## src/rtl/ghash_accum_pkg.sv

```systemverilog
// Shared definitions for the GHASH accumulator: field width, reduction
// constant, FSM encoding and the single-bit shift/reduce step.
package ghash_accum_pkg;

    localparam int GF_W = 128;

    // Reduction constant for x^128 + x^7 + x^2 + x + 1 in GCM bit order
    // (bit 127 holds the x^0 coefficient).
    localparam logic [GF_W-1:0] GF_R = {8'hE1, 120'h0};

    typedef enum logic [1:0] {
        IDLE = 2'd0,
        MUL  = 2'd1,
        DONE = 2'd2
    } ghashStateT;

    // Multiply V by x: a right shift in GCM bit order, folding the
    // x^128 overflow back in with GF_R.
    function automatic logic [GF_W-1:0] gfShiftStep(input logic [GF_W-1:0] v);
        return (v >> 1) ^ (v[0] ? GF_R : '0);
    endfunction

endpackage

```

## src/rtl/gf128_serial_mul.sv

```systemverilog
// Bit-serial GF(2^128) multiplier, one bit of H per clock. A down-counter
// walks the H bits from index 127 (x^0) to index 0 (x^127); the terminal
// count marks the final step, whose result is presented combinationally.
module gf128_serial_mul
    import ghash_accum_pkg::*;
(
    input  logic            clk,
    input  logic            rst_n,
    input  logic            iStart,
    input  logic [GF_W-1:0] iOpV,
    input  logic [GF_W-1:0] iOpH,
    output logic            oDone,
    output logic [GF_W-1:0] oResult
);

    logic [GF_W-1:0] zAcc;
    logic [GF_W-1:0] vAcc;
    logic [6:0]      bitCnt;
    logic            busy;
    logic [GF_W-1:0] zNext;

    // Conditional accumulate of V for the current H bit.
    always_comb begin
        zNext = iOpH[bitCnt] ? (zAcc ^ vAcc) : zAcc;
    end

    assign oDone   = busy && (bitCnt == 7'd0);
    assign oResult = zNext;

    // Load operands on start, then one shift/accumulate step per cycle.
    always_ff @(posedge clk or negedge rst_n) begin
        if (!rst_n) begin
            zAcc   <= '0;
            vAcc   <= '0;
            bitCnt <= 7'd0;
            busy   <= 1'b0;
        end else if (iStart) begin
            zAcc   <= '0;
            vAcc   <= iOpV;
            bitCnt <= 7'd127;
            busy   <= 1'b1;
        end else if (busy) begin
            zAcc <= zNext;
            vAcc <= gfShiftStep(vAcc);
            if (bitCnt == 7'd0) begin
                busy <= 1'b0;
            end else begin
                bitCnt <= bitCnt - 7'd1;
            end
        end
    end

endmodule

```

## src/rtl/ghash_accum.sv

```systemverilog
// GHASH accumulator: Y <= (Y ^ X) * H per accepted block, tag emitted
// after the block flagged last.
//
//   state | meaning
//   IDLE  | ready for a block or a hash-key load
//   MUL   | serial multiply in progress (128 cycles), inputs ignored
//   DONE  | tag pulse cycle after a last block; Y clears
module ghash_accum
    import ghash_accum_pkg::*;
(
    input  logic            clk,
    input  logic            rst_n,
    input  logic [GF_W-1:0] iHashkey,
    input  logic            iHkeyLoad,
    input  logic [GF_W-1:0] iBlock,
    input  logic            iValid,
    output logic            oReady,
    input  logic            iLast,
    output logic [GF_W-1:0] oTag,
    output logic            oTagValid
);

    ghashStateT      state;
    logic [GF_W-1:0] hashKey;
    logic [GF_W-1:0] yAcc;
    logic            lastQ;
    logic            accept;
    logic            mulDone;
    logic [GF_W-1:0] mulResult;

    // A key load in IDLE wins over a block offer, so it also drops ready.
    assign oReady = (state == IDLE) && !iHkeyLoad;
    assign accept = iValid && oReady;

    gf128_serial_mul uMul (
        .clk     (clk),
        .rst_n   (rst_n),
        .iStart  (accept),
        .iOpV    (yAcc ^ iBlock),
        .iOpH    (hashKey),
        .oDone   (mulDone),
        .oResult (mulResult)
    );

    // Sequencing of key load, block acceptance, accumulate and tag output.
    always_ff @(posedge clk or negedge rst_n) begin
        if (!rst_n) begin
            state     <= IDLE;
            hashKey   <= '0;
            yAcc      <= '0;
            lastQ     <= 1'b0;
            oTag      <= '0;
            oTagValid <= 1'b0;
        end else begin
            oTagValid <= 1'b0;
            case (state)
                IDLE: begin
                    if (iHkeyLoad) begin
                        hashKey <= iHashkey;
                        yAcc    <= '0;
                    end else if (accept) begin
                        lastQ <= iLast;
                        state <= MUL;
                    end
                end
                MUL: begin
                    if (mulDone) begin
                        yAcc <= mulResult;
                        if (lastQ) begin
                            oTag      <= mulResult;
                            oTagValid <= 1'b1;
                            state     <= DONE;
                        end else begin
                            state <= IDLE;
                        end
                    end
                end
                DONE: begin
                    yAcc  <= '0;
                    state <= IDLE;
                end
                default: state <= IDLE;
            endcase
        end
    end

endmodule
```

## config.mk

```make
export PLATFORM = sky130hd
export DESIGN_NAME = ghash_accum
export DESIGN_NICKNAME = d
export VERILOG_FILES = /design/src/rtl/ghash_accum_pkg.sv /design/src/rtl/gf128_serial_mul.sv /design/src/rtl/ghash_accum.sv
export SDC_FILE = /design/constraint.sdc
export NUM_CORES = 1
export LEC_CHECK = 0
export CAP_MARGIN = 20
export CORE_AREA = 2 2 293 295
export DETAILED_ROUTE_END_ITERATION = 6
export DIE_AREA = 0 0 295 297
export DONT_BUFFER_PORTS = 1
export GPL_ROUTABILITY_DRIVEN = 0
export SYNTH_ARGS = -nofsm -noshare
export SYNTH_HDL_FRONTEND = slang
export SYNTH_SLANG_ARGS = --single-unit
```

## constraint.sdc

```tcl
create_clock -name clk -period 3.2 [get_ports clk]
set_input_delay 0.48 -clock clk [delete_from_list [all_inputs] [get_ports clk]]
set_output_delay 0.48 -clock clk [all_outputs]
set_load 0.1 [all_outputs]
```

[Word level (Yosys, flattened, before mapping)]
Index checks and enable logic that the tools add are counted.
Storage, ports and cells
  bits in read-only memories: 0
  output and inout bits: 130
  latch bits: 0
  bits of input ports: 261
  register bits: 652
  RAM bits: 0
  memories kept: 0
Operators by class
  add/subtract/negate cells: 1
  divide/modulo/power cells: 0
  multiply operators: 0
  multiplexer cells: 25
  reduce and logical (&&, ||, !) cells: 14
  shift-type cells: 0
  $lt $le $gt $ge: 1
  eq/ne operators: 7
  bitwise operators: 4
Operator list (number)
  two-way mux 128 bit: 8
  case mux 128 bit (3 select lines): 1
  bitwise XOR 128 bit: 2
  bitwise XOR 127 x 128 -> 128 bit: 1
  two-way mux 7 bit: 3
  AND reduction 3 bit: 4
  != test 2 bit (second input constant): 5
  < comparator 7 x 8 -> 1 bit (second input constant): 1
  two-way mux 2 bit: 4
  binary-select mux 1 bit (select 7 bit): 1
  logical NOT 7 bit: 1
  two-way mux 1 bit: 7
  subtractor 7 x 1 -> 7 bit (second input constant): 1
  case mux 2 bit (2 select lines): 1
  AND reduction 2 bit: 2
  logical AND 1 bit: 3
  nonzero test 3 bit: 1
  == test 2 x 1 -> 1 bit (second input constant): 1
  == test 2 bit (second input constant): 1
  logical NOT 2 bit: 1
  nonzero test 2 bit: 1
  logical NOT 1 bit: 1
  inverter 1 bit: 1

[Longest topological paths before layout]
  word-level depth: 6
  gate-level depth with buffers: 14

[Modules after synthesis]
A second synthesis with hierarchy kept.
Second synthesis, totals
  cell total of the unflattened synthesis: 3024
  area total of the unflattened synthesis: 35210.0 um^2
Modules (own cells, without submodules)
  gf128_serial_mul: sequential area each 6606.3 um^2, times used 1, area an instance 18725.5 um^2, cells each 1880
  ghash_accum: sequential area each 9709.3 um^2, times used 1, area an instance 16484.6 um^2, cells each 1144

[Worst setup path before layout]
No wires, ideal clock.
  path kind: input port to flip-flop
  from: in iHkeyLoad
  to: reg uMul.vAcc[100]
  library setup time: 83 ps
  arrival: 4307 ps
  buffers on the path: 5
  stages: 9
  setup slack: -1189 ps
  data required time: 3117 ps
  path through: nor3_1 > and2_1 > buf_2 > clkbuf_1 > clkbuf_1 > clkbuf_1 > clkbuf_1 > nand2_1 > o21ai_0
On the way
  word-level cells in the longest chain between the ends: 4
  elaborated cells between the ends (all ways): 5
  classes of those cells: mux (1); reduce/logical (4)
Ends and longest elaborated chain
  start, declared: line ghash_accum.sv:14  | input logic iHkeyLoad,
  logical NOT 1 bit *: line ghash_accum.sv:32  | assign oReady = (state == IDLE) && !iHkeyLoad;
  logical AND 1 bit *: line ghash_accum.sv:32
  logical AND 1 bit *: line ghash_accum.sv:33  | assign accept = iValid && oReady;
  two-way mux 128 bit or nonzero test 2 bit (tied branches)
  end signal, assigned: line gf128_serial_mul.sv:39  | vAcc <= iOpV;
  end signal, assigned: line gf128_serial_mul.sv:44  | vAcc <= gfShiftStep(vAcc);
  end, declared: line gf128_serial_mul.sv:17  | logic [GF_W-1:0] vAcc;
Mark *: on every way between the ends. The rest lies on a longest branch, timed or not.
A chain may end at the register's enable or synchronous reset.

[Final worst setup path]
  from: reg uMul.bitCnt[1]
  to: reg uMul.zAcc[17]
On the way
  word-level cells in the longest chain between the ends: 5
Ends and longest elaborated chain
  start, declared: line gf128_serial_mul.sv:18  | logic [6:0] bitCnt;
  start signal, assigned: line gf128_serial_mul.sv:48  | bitCnt <= bitCnt - 7'd1;
  binary-select mux 1 bit (select 7 bit): line gf128_serial_mul.sv:24  | zNext = iOpH[bitCnt] ? (zAcc ^ vAcc) : zAcc;
  two-way mux 1 bit (not written as such): line gf128_serial_mul.sv:24
  two-way mux 128 bit: line gf128_serial_mul.sv:24
  two-way mux 128 bit: line gf128_serial_mul.sv:42  | end else if (busy) begin
  two-way mux 128 bit: line gf128_serial_mul.sv:37  | end else if (iStart) begin
  end signal, assigned: line gf128_serial_mul.sv:43  | zAcc <= zNext;
  end, declared: line gf128_serial_mul.sv:16  | logic [GF_W-1:0] zAcc;
No other way between the ends. The select of a mux whose other input is x is not followed.

==> impl_metrics.yaml <==
synthesis:
  yosysSeqAreaShare_pct: 50.0
  synth-adder-area-share_pct: 0.0766
  synth_top_area_cell: "dfrtp_1"
  synth-simple-area-share_pct: 8.23
  synth.area.mux_share_pct: 10.6
  synthTopCellsByArea: "dfrtp_1 (50%), nand2_1 (6.1%), o21ai_0 (5.8%), a221oi_2 (5.5%), mux2_2 (4.6%)"
  synth.top_cell.area_share_pct: 50.0
  synth.avg_cell_area_um2: 10.5
  synth_area_um2: 32600
  ys_types: 48
  synth_compound_area_share_pct: 18.7
  yosysWarnings: 0
  synth_edf_count: 0
  synthesis.nets: 3369
  synth_cells: 3106
  synth_top_family_by_area: "compound AO/OA/AOI/OAI gates"
  synth_async_sr_flop_share_pct: 100
  synth_ff_type: "dfrtp_1"
  yosys.area_share.xor_xnor_pct: 7.06
  synth_seq_cells: 652
finish:
  most-common-layout-cells: "dfrtp_1 (649), nand2_1 (532), o21ai_0 (377)"
  n_fill_cell: 7767
  syn2layout_area_growth_pct: 17.6
  seqCellArea_um2: 16300
  final_util_pct: 45.5
  multi_input_area_um2: 14700
  drive_gt1_share_pct: 16.8
  fin_nets: 3426
  final_common_cell: "dfrtp_1"
timing:
  fmax_mhz: 325
  setup_viol: 0
  tightest_slew_ns: 1.30
  worst_clock_skew_ns: 0.0439
  slew_viol_final: 0
  fin_crit_sh_pct: 96.2
  rsz0062_at_grt: "true"
  slew_headroom_pct: 13.1
  fin_crit_ns: 3.08
  finalHoldViolations: 0
placed_design:
  hpwlAfterDp_um: 54100
  portBuffers: 0
detailed_routing:
  initialDrtViolationCount: 1408
  drc: 0
  first_pass_iters: 5
  drtAntennaViolNets: 0
  routedWlPerCell_um: 19.9
  vias: 23145
  vias_per_cell: 5.30
  wirelength_um: 86900
run:
  max_cap_violations: 0
global_route:
  met2_usage_pct: 31.4
  grt_pass1_wl_um: 137000
  grtUsageMet1_pct: 26.2
  grt_max_degree: 653
  antenna_found_initial: 2
  grt_pass1_vias: 23317
  track_usage_pct: 19.6
  grt-busiest-layer: "met2"
  grt.overflow.total: 0
  use_met3_pct: 5.24
floorplanning:
  die_x_um: 295
  initial_utilization_pct: 38.6
  floorplan.rows: 107
  io_pins: 391
  die_y_um: 297
  fp.dieArea_um2: 87600
  core_area_um2: 84500
cts:
  numCtsBuffers: 77
  htreeDepth: 3
  clock-sinks: 652
  cts_root_buf: "clkbuf_16"
  cts_buffer_depth: 3
  cts_tree: "built"
  clk_latency_ns: 0.63
  post_cts_buffers: 0
  path_clk_slew_ns: 0.06
power_and_ir_drop:
  total_power_uw: 22200
  ir_worst_vdd_uv: 402
  pwr_density_cell_nw_per_um2: 577
  cellLeakagePower_uw: 0.0178
critical_path:
  path_max_fanout: 54
  arrival_ns: 3.59
  required_ns: 3.71
  end_kind: "flop"
  start_kind: "flop"
  critPathKind: "flop to flop"
worst_hold_path:
  hold_class: "input pin to flop"
status:
  status: "completed"
==> cells by family (layout without fill, tap and decap cells) <==
group / after synthesis / in the layout
AOI/OAI and AO/OA: 799 / 799
buffers and inverters: 403 / 519
and+or+nand+nor: 695 / 695
DFF: 652 / 652
other: 0 / 1
xor gates and xnor gates: 263 / 263
muxes: 292 / 292
adders and majority gates: 2 / 2
==> worst max-delay path, stage by stage (launching register included) <==
cell	delay, ns
dfrtp_2	0.42
buf_12	0.17
buf_4	0.20
mux4_2	0.23
nand2_1	0.05
o211ai_1	0.25
o211ai_1	0.21
buf_12	0.22
a22oi_2	0.35
buf_6	0.40
a31oi_1	0.15
a41o_1	0.24
==> cell usage after synthesis, types with 127 or more instances <==
cell type	instances
a41o_1	128
a31oi_1	128
clkbuf_1	172
xor2_1	127
o21ai_0	377
dfrtp_1	652
mux2i_1	129
inv_1	133
mux2_2	134
xnor2_1	136
nor2_1	130
nand2_1	534
==> per-stage QoR <==
stage                     setup slack [ns]  setup TNS (ns)  hold slack [ns]  cells  cell area (um2)
final                                0.121               0           0.0457   4367            38400
after global routing               -0.0212         -0.0613           0.0220   4366            38400
after CTS                          0.00230               0           -0.467   4360            38200
after detailed placement          -0.00430         -0.0108            0.220   4093            34300
after global placement              0.0329               0            0.217   4093            34300
after floorplan                      0.239               0            0.184   3106            32700
==> worst paths after layout <==
kind                                                  from                         to  slack [ns]  depth (start not counted)
worst max-delay path            uMul.bitCnt[1]$_DFFE_PN0P_  uMul.zAcc[17]$_DFFE_PN0P_        0.12                         11
worst min-delay path                            iBlock[85]  uMul.vAcc[85]$_DFFE_PN0P_        0.05                          3
worst max register to register  uMul.bitCnt[1]$_DFFE_PN0P_  uMul.zAcc[17]$_DFFE_PN0P_        0.12                         11
worst min register to register        yAcc[87]$_DFFE_PN0P_       yAcc[87]$_DFFE_PN0P_        0.50                          2
max in group asynchronous                            rst_n  uMul.vAcc[32]$_DFFE_PN0P_        0.54                          3
min in group asynchronous                            rst_n   hashKey[103]$_DFFE_PN0P_        0.61                          2
==> final cells by class <==
cell class	count	area share, %
diodes	1	0.00652
clock buffers	107	5.57
clock inverters	31	1.12
inverters	134	1.31
multi-input cells	2051	38.3
flip-flops and latches	652	42.5
well taps	1144	3.73
repair buffers	247	7.49
==> state kept, by name (all words and copies together) (netlist names) <==
signal       flops
hashKey        128
oTag           128
uMul.vAcc      128
uMul.zAcc      128
yAcc           128
uMul.bitCnt      7
state            2
lastQ            1
oTagValid        1
uMul.busy        1
==> timing repair <==
item                       CTS  global route
pin swaps                    0             1
cloned                       0             1
hold buffers               129             2
hold endpoints to repair   781            97
gates resized for setup      1            11
setup endpoints to repair   20            37
==> per-layer routing <==
| metal | vias to the layer above | routed length [um] |
|---|---|---|
| met1 | 11455 | 38500 |
| met2 | 493 | 40400 |
| met3 | 110 | 6050 |
| li1 | 11083 | - |
| met4 | 4 | 2030 |
| met5 | - | 31 |
==> report_power, final <==
part / leakage [uW] / internal (uW) / switching (uW)
Clock: 0.00126 / 5230 / 3700
Sequential: 0.00764 / 9060 / 867
Combinational: 0.00888 / 1780 / 1540
Total: 0.0178 / 16100 / 6110
(Power assumes the default switching activity.)
